==> config.mk <==
export PLATFORM = sky130hd
export DESIGN_NAME = envelope_vca
export DESIGN_NICKNAME = d
export VERILOG_FILES = /design/src/rtl/envelope_vca.sv
export SDC_FILE = /design/constraint.sdc
export NUM_CORES = 1
export LEC_CHECK = 0
export BUFFER_PORTS_ARGS = -buffer_cell sky130_fd_sc_hd__buf_2
export CORE_MARGIN = 5
export CORE_UTILIZATION = 60
export DETAILED_ROUTE_END_ITERATION = 8
export PLACE_DENSITY = 0.82
export REMOVE_ABC_BUFFERS = 1
export SYNTH_ARGS = -nofsm -noshare
export SYNTH_HDL_FRONTEND = slang
export SYNTH_SLANG_ARGS = --single-unit
==> constraint.sdc <==
create_clock -name clk -period 4.86 [get_ports clk]
set_input_delay 0.972 -clock clk [delete_from_list [all_inputs] [get_ports clk]]
set_output_delay 0.972 -clock clk [all_outputs]
set_load 0.1 [all_outputs]
==> src/rtl/envelope_vca.sv <==
// ----------------------------------------------------------------------------
// envelope_vca
//
// Amplitude stage that sits after the ADSR envelope generator. On each
// accepted ce strobe it captures one offset-binary oscillator sample and an
// 8-bit unsigned envelope gain. It then multiplies them with a sequential
// shift-add multiplier that consumes two envelope bits per clock. The scaled
// sample is re-centred on mid-scale and delivered with a one-cycle valid pulse.
//
//    out = MID + ((sample - MID) * envelope) >>> 8      (floors toward -inf)
//
// Ports
//    clk        in   system clock, all logic on the rising edge
//    rst        in   synchronous active-high reset
//    ce         in   sample strobe / start request
//    sample     in   BITS-bit oscillator sample, offset-binary
//    envelope   in   8-bit unsigned gain (255 ~ unity, 0 = silent)
//    out        out  BITS-bit scaled sample, offset-binary, held between results
//    out_valid  out  one-cycle pulse when out is updated
//    busy       out  high while a multiply is in progress
//    overrun    out  one-cycle pulse after a ce was dropped
// ----------------------------------------------------------------------------
module envelope_vca #(
   parameter int BITS = 8
) (
   input  logic            clk,
   input  logic            rst,
   input  logic            ce,
   input  logic [BITS-1:0] sample,
   input  logic [7:0]      envelope,
   output logic [BITS-1:0] out,
   output logic            out_valid,
   output logic            busy,
   output logic            overrun
);

   // The product of a BITS+1 signed operand and an 8-bit unsigned gain needs
   // BITS+9 signed bits.
   localparam int              ACC_W = BITS + 9;
   localparam logic [BITS-1:0] MID   = {1'b1, {(BITS-1){1'b0}}};

   typedef enum logic {
      IDLE,
      MUL
   } state_e;

   state_e                  state_q, state_d;
   logic [1:0]              k_q, k_d;
   logic signed [BITS:0]    s_q, s_d;
   logic [7:0]              env_q, env_d;
   logic signed [ACC_W-1:0] acc_q, acc_d;
   logic [BITS-1:0]         out_q, out_d;
   logic                    out_valid_q, out_valid_d;
   logic                    overrun_q, overrun_d;

   // Offset-binary to two's complement is an MSB flip. The flipped MSB is
   // also the sign, so it is repeated once to widen to BITS+1 bits.
   logic signed [BITS:0]    s_new;
   assign s_new = {~sample[BITS-1], ~sample[BITS-1], sample[BITS-2:0]};

   // Partial product for the current 2-bit envelope digit, weighted by 4^k.
   logic [1:0]              digit;
   logic signed [ACC_W-1:0] s_ext;
   logic signed [ACC_W-1:0] digit_prod;
   logic signed [ACC_W-1:0] partial;
   logic signed [ACC_W-1:0] sum;

   always_comb begin
      // NOTE: every signal driven here gets a value on every path; a missing
      // default would infer a latch.
      digit = 2'(env_q >> {k_q, 1'b0});
      s_ext = ACC_W'(s_q);
      case (digit)
         2'd0:    digit_prod = '0;
         2'd1:    digit_prod = s_ext;
         2'd2:    digit_prod = s_ext <<< 1;
         default: digit_prod = s_ext + (s_ext <<< 1);
      endcase
      partial = digit_prod <<< {k_q, 1'b0};
      sum     = acc_q + partial;
   end

   // Next-state and output logic.
   always_comb begin
      state_d     = state_q;
      k_d         = k_q;
      s_d         = s_q;
      env_d       = env_q;
      acc_d       = acc_q;
      out_d       = out_q;
      out_valid_d = 1'b0;
      overrun_d   = 1'b0;

      case (state_q)
         IDLE: begin
            if (ce) begin
               s_d     = s_new;
               env_d   = envelope;
               acc_d   = '0;
               k_d     = 2'd0;
               state_d = MUL;
            end
         end

         MUL: begin
            acc_d = sum;
            k_d   = k_q + 2'd1;
            if (k_q == 2'd3) begin
               // The result is taken from the sum that includes this step's
               // partial product, so it lands exactly four edges after capture.
               // After the arithmetic shift by 8, the value fits in BITS bits
               // signed. The low BITS bits plus MID re-centre it.
               out_d       = MID + sum[BITS+7:8];
               out_valid_d = 1'b1;
               if (ce) begin
                  // A ce on the completion edge starts the next multiply at
                  // once, so a 4-clock strobe period runs back-to-back.
                  s_d   = s_new;
                  env_d = envelope;
                  acc_d = '0;
                  k_d   = 2'd0;
               end else begin
                  state_d = IDLE;
               end
            end else if (ce) begin
               overrun_d = 1'b1;
            end
         end

         default: state_d = IDLE;
      endcase
   end

   always_ff @(posedge clk) begin
      // NOTE: state registers use non-blocking assignments so every flop
      // samples the pre-edge values regardless of statement order.
      if (rst) begin
         state_q     <= IDLE;
         k_q         <= 2'd0;
         s_q         <= '0;
         env_q       <= '0;
         acc_q       <= '0;
         out_q       <= MID;
         out_valid_q <= 1'b0;
         overrun_q   <= 1'b0;
      end else begin
         state_q     <= state_d;
         k_q         <= k_d;
         s_q         <= s_d;
         env_q       <= env_d;
         acc_q       <= acc_d;
         out_q       <= out_d;
         out_valid_q <= out_valid_d;
         overrun_q   <= overrun_d;
      end
   end

   assign out       = out_q;
   assign out_valid = out_valid_q;
   assign busy      = (state_q == MUL);
   assign overrun   = overrun_q;

endmodule

* After elaboration in Yosys (flattened, before gate mapping)
Index checks and enable logic that the tools add are counted.
** Cells by class
- Bitwise gates (word level) :: 2
- Muxes and demuxes :: 19
- Eq/ne operators :: 5
- Add/sub/neg operators :: 4
- Reductions and logical operators :: 4
- Shift operators :: 2
** Operators by type and width (count)
- $mux 17 :: 3
- $pmux 17 s3 :: 1
- $pmux 17 s2 :: 1
- $mux 9 :: 2
- $pmux 9 s2 :: 1
- $add 17x17->17 :: 1
- $sshl 17x3->17 :: 1
- $mux 8 :: 2
- $pmux 8 s2 :: 1
- $add 9x10->11 :: 1
- $add 8x8->8 const A :: 1
- $shr 8x3->2 :: 1
- $mux 2 :: 3
- $eq 2x2->1 const B :: 2
- $pmux 2 s2 :: 1
- $mux 1 :: 3
- $reduce_or 3->1 :: 1
- $add 2x1->2 const B :: 1
- $eq 2x1->1 const B :: 1
- $logic_not 2->1 :: 1
- $ne 2x1->1 const B :: 1
- $ne 2x2->1 const B :: 1
- $not 1->1 :: 2
- $pmux 1 s2 :: 1
- other kinds (2) :: 2
** Word-level totals
- Flip-flop bits (word level) :: 47
- Word-level logic and storage cells :: 44
- Output and inout port bits :: 11

* Logic depth before layout (Yosys ltp)
- Depth in word-level cells :: 8
- Gate-level depth with buffers :: 16
- Mapped depth without buffers :: 16

* Worst setup path before layout
Ideal clock, no wire load.
- Path type :: reg-to-reg
- Start :: register k_q[1]
- End :: register acc_q[14]
- Stages on the path, launching flop included :: 15
- Setup slack :: 1.320 ns
- Arrival :: 3.423 ns
- Data required time :: 4.743 ns
- Clock period less this slack :: 3.540 ns
- Path through :: dfxtp_1 -> buf_6 -> mux4_2 -> nor2b_4 -> a22oi_1 -> o21ai_1 -> o21ai_0 -> o21ai_0 -> ha_1 -> o21ai_0 -> nor3_2 -> o2111ai_2 -> a2111oi_2 -> o21ai_0 -> a32o_1
** Between the ends
- Longest elaborated chain between the ends :: 8
- Elaborated cells between the ends (all ways) :: 11
- Those cells by class :: 1 x add/sub; 3 x eq/ne; 2 x shift; 4 x mux; 1 x reduce/logical
** RTL lines
- from (decl) :: line 48 : logic [1:0] k_q, k_d;
- from (signal assigned) :: line 148 : k_q <= k_d;
- $shr 8x3->2 :: line 71 : digit = 2'(env_q >> {k_q, 1'b0});
- $eq 2x2->1 (tied with other cells) :: line 73 : case (digit)
- $pmux 17 s3 :: line 73
- $sshl 17x3->17 :: line 79 : partial = digit_prod <<< {k_q, 1'b0};
- $add 17x17->17 :: line 80 : sum = acc_q + partial;
- $mux 17 :: line 115 : if (ce) begin
- $mux 17 (*) :: line 108 : if (k_q == 2'd3) begin
- $pmux 17 s2 (*) :: line 94 : case (state_q)
- to (signal assigned) :: line 142 : acc_q <= '0;
- to (signal assigned) :: line 151 : acc_q <= acc_d;
- to (decl) :: line 51 : logic signed [ACC_W-1:0] acc_q, acc_d;
Mark *: on every way between the ends. The rest lies on a longest branch, timed or not.
A chain may end at the register's enable or synchronous reset.

* Final worst setup path
Ends and elaborated chain as after synthesis.

==> summary.md <==
| Metric | Value |
|---|---|
| Status | `completed` |
| Vias in the first global route | `3103` |
| H-tree depth | `2` |
| Area Growth Syn to Fin | `6.60%` |
| Final Cycle Share | `0.864` |
| CP Data Required Time | `5.07 ns` |
| Post-Synth XOR/XNOR Area | `0.0305` |
| Top_reg_cell synth | `dfxtp_1` |
| Hold path start | `out[1]` |
| TritonCTS Sinks | `45` |
| Maximum root-to-sink buffer count | `2` |
| Syn Inst Count | `440` |
| Crit-path max cell delay | `0.69 ns` |
| Adder-Cell Fraction of Synth Area | `0.102` |
| Post-CTS setup buffer count | `0` |
| Setup violations, final | `0` |
| DRC | `0` |
| ANT cells | `0` |
| Hold path depth | `2` |
| Crit path cell chain | `mux4_2, and2b_2, a22oi_1, o21ai_1, o21ai_0, o21ai_0, ha_1, o21ai_0, nor3_2, o2111ai_2, a2111oi_2, o21ai_0, a32o_1` |
| 1st-iter DRT viols | `237` |
| Clock Skews | `0.00946 ns` |
| Synth unique cells | `68` |
| Max Clk Rate | `238 MHz` |
| Synth Area in Compound Gates | `0.279` |
| Crit path from | `k_q[1]` |
| Post-synth EDFFs | `0` |
| FFs w/ async S/R, synth | `0` |
| Hold buffer count at cts | `0` |
| CP max FO | `11` |
| Worst Setup End Kind | `flop` |
| Final Hold Fails | `0` |
| RSZ-0062 raised after global routing | `false` |
| Die height | `85.8 microns` |
| Finished Layout Cells | `530` |
| CTS tree | `yes` |
| Cts repair resizes | `0` |
| Core area | `0.00554 sq mm` |
| Clock Pin Slew Worst Setup and Hold Paths | `0.10 ns` |
| Gpl congestion | `0.927` |
| Sequential-to-total area share from yosys stat | `0.261` |
| Largest net degree at the start of global routing | `43` |
| Hold Path Class | `flop to flop` |
| # Max-Cap Violations | `0` |
| Vias | `3365` |
| Synth Register Bits | `45` |
| Initial Util | `0.622` |
| Post-DR vias/cell | `6.35` |
| Arr. time, crit path | `4.41 ns` |
| Syn. warnings | `0` |
| Post-synthesis mux area share | `0.0432` |
| Worst Max-Slew Pin Slew | `0.819 ns` |
| First-pass GRT wire length | `14400 microns` |
| Drt first pass iters | `5` |
| Pwr/cell area | `226 mW/mm^2` |
| Root Buffer | `clkbuf_8` |
| Die Wd | `85.8 microns` |
| Relative slew slack | `0.450` |
| Shortest period the worst path allows | `4.20 ns` |
| Largest family of logic cells by synthesized area | `compound AO/OA/AOI/OAI gates` |
| Final wirelength | `8440 microns` |
| Rows | `27` |
| Avg WL per Cell | `15.9 microns` |
| Syn avg cell area | `7.84 sq um` |
| Share of cells above drive strength 1 | `0.127` |
| Total grt overflow | `0` |
| R2R Path Start | `k_q[1]` |
| Leakage | `1.49 nW` |
| Worst Setup Start Kind | `flop` |
| Num CTS Buffers | `5` |
| Critical-path top delay cell | `mux4_2` |
| Post-synthesis simple-gate area fraction | `0.237` |
| IO Pins | `30` |
| DPL Wire Length | `6370 microns` |
| Peak supply drop | `0.000183 V` |
| Die area | `0.00736 sq mm` |
| Crit Path Class | `flop to flop` |
| Slew Limit Fails | `0` |
| Setup tns final | `0 ns` |
| Clk Latency, worst-skew pair | `0.32 ns` |
| GRT Total Usage | `0.238` |
| Antenna violations before repair | `0` |
| Placed Instances | `522` |
| Port bufs | `29` |
| Detail Route Antenna Nets | `0` |
| Most frequent CP cell | `o21ai_0` |
| Fill cell count | `514` |
| Post-synthesis cell area | `0.00345 sq mm` |
| Final #Nets | `503` |
| Register-to-Register Path Depth | `13` |
## kinds of logic after synthesis
| kind of cell | after synthesis |
|---|---|
| multiplexers | 12 |
| flip-flops | 45 |
| AO/OA/AOI/OAI | 140 |
| XOR/XNOR | 12 |
| buffers and inverters | 33 |
| adder cells (fa/ha/maj) | 27 |
| AND/OR/NAND/NOR | 171 |
## where the power goes
part / switching [mW] / total (mW) / internal (mW)
Combinational: 0.113 / 0.179 / 0.0662
Clock: 0.149 / 0.253 / 0.104
Sequential: 0.0175 / 0.399 / 0.382
## critical path, delay by kind of cell, from the launching register on
kind / cells / cell delay [ns]
adders and majority gates: 1 / 0.38
and+or+nand+nor: 2 / 0.60
AOI/OAI and AO/OA: 9 / 1.98
muxes: 1 / 0.69
DFF: 1 / 0.46
## cell usage in the layout (no fill, tap or decap), types with 6 or more instances in the layout
cell type / n
o211ai_1: 6
o21ai_0: 19
mux2i_1: 7
ha_1: 25
a21oi_1: 39
a31oi_1: 7
or3_1: 6
nand3_1: 19
xor2_1: 6
buf_2: 29
nand2_1: 68
o21a_1: 7
xnor2_1: 6
nor3_1: 15
a211oi_1: 8
dfxtp_1: 45
nor2_1: 30
a22oi_1: 11
inv_1: 11
## synthesized netlist by cell type (4+ instances only)
library cell	n	area (sq um)
a211oi_1	8	60.1
a21o_1	4	30.0
a21oi_1	39	195
a22oi_1	11	82.6
a31oi_1	7	43.8
and2_1	5	31.3
clkbuf_1	16	60.1
dfxtp_1	45	901
ha_1	25	313
inv_1	11	41.3
mux2i_1	7	70.1
nand2_1	68	255
nand3_1	19	95.1
nand4_1	4	25.0
nor2_1	30	113
nor3_1	15	75.1
o211ai_1	6	45.0
o21a_1	7	52.6
o21ai_0	19	95.1
o21ai_1	4	20.0
o21bai_1	4	30.0
o22ai_1	5	31.3
or3_1	6	37.5
xnor2_1	6	52.6
xor2_1	6	52.6
## area by class of cell
type,instances,area (sq um),area share
clock buffer,5,68.8,0.0187
clock inverter,3,25.0,0.00681
inverter,12,45.0,0.0123
multi-input combinational,362,2390,0.649
sequential,45,901,0.245
tap,72,90.1,0.0245
timing repair buffer,31,160,0.0436
## path summary, 6_finish.rpt
path,slack [ns],endpoint
setup / recovery,0.66,acc_q[14]
hold / removal,0.46,out[1]
setup reg to reg,0.66,acc_q[14]
hold reg to reg,0.46,out[1]
## registers in the layout (all words and copies together) (netlist names)
name	count
env_q	8
out	8
overrun	1
out_valid	1
acc_q	16
s_q	8
k_q	2
busy	1
## per-stage QoR
stage                     worst slack [ns]  utilization  total power, mW  hold slack [ns]  cell area (sq um)
after detailed placement             0.779        0.647            0.582            0.447               3580
after CTS                            0.695        0.664            0.829            0.461               3680
after global routing                 0.313        0.664            0.871            0.502               3680
after global placement               0.833        0.647            0.576            0.445               3580
after floorplan                      0.608            -            0.532            0.432               3330
final                                0.663        0.664            0.831            0.457               3680
## layer usage
layer  routed length, microns  up-vias  track usage
met5                        0        -            0
met4                       96        0       0.0576
met3                      469       10       0.0336
met2                     4000      108        0.400
met1                     3880     1576        0.322
li1                         -     1671            -
Note: power is estimated with default switching activity, not from simulation.
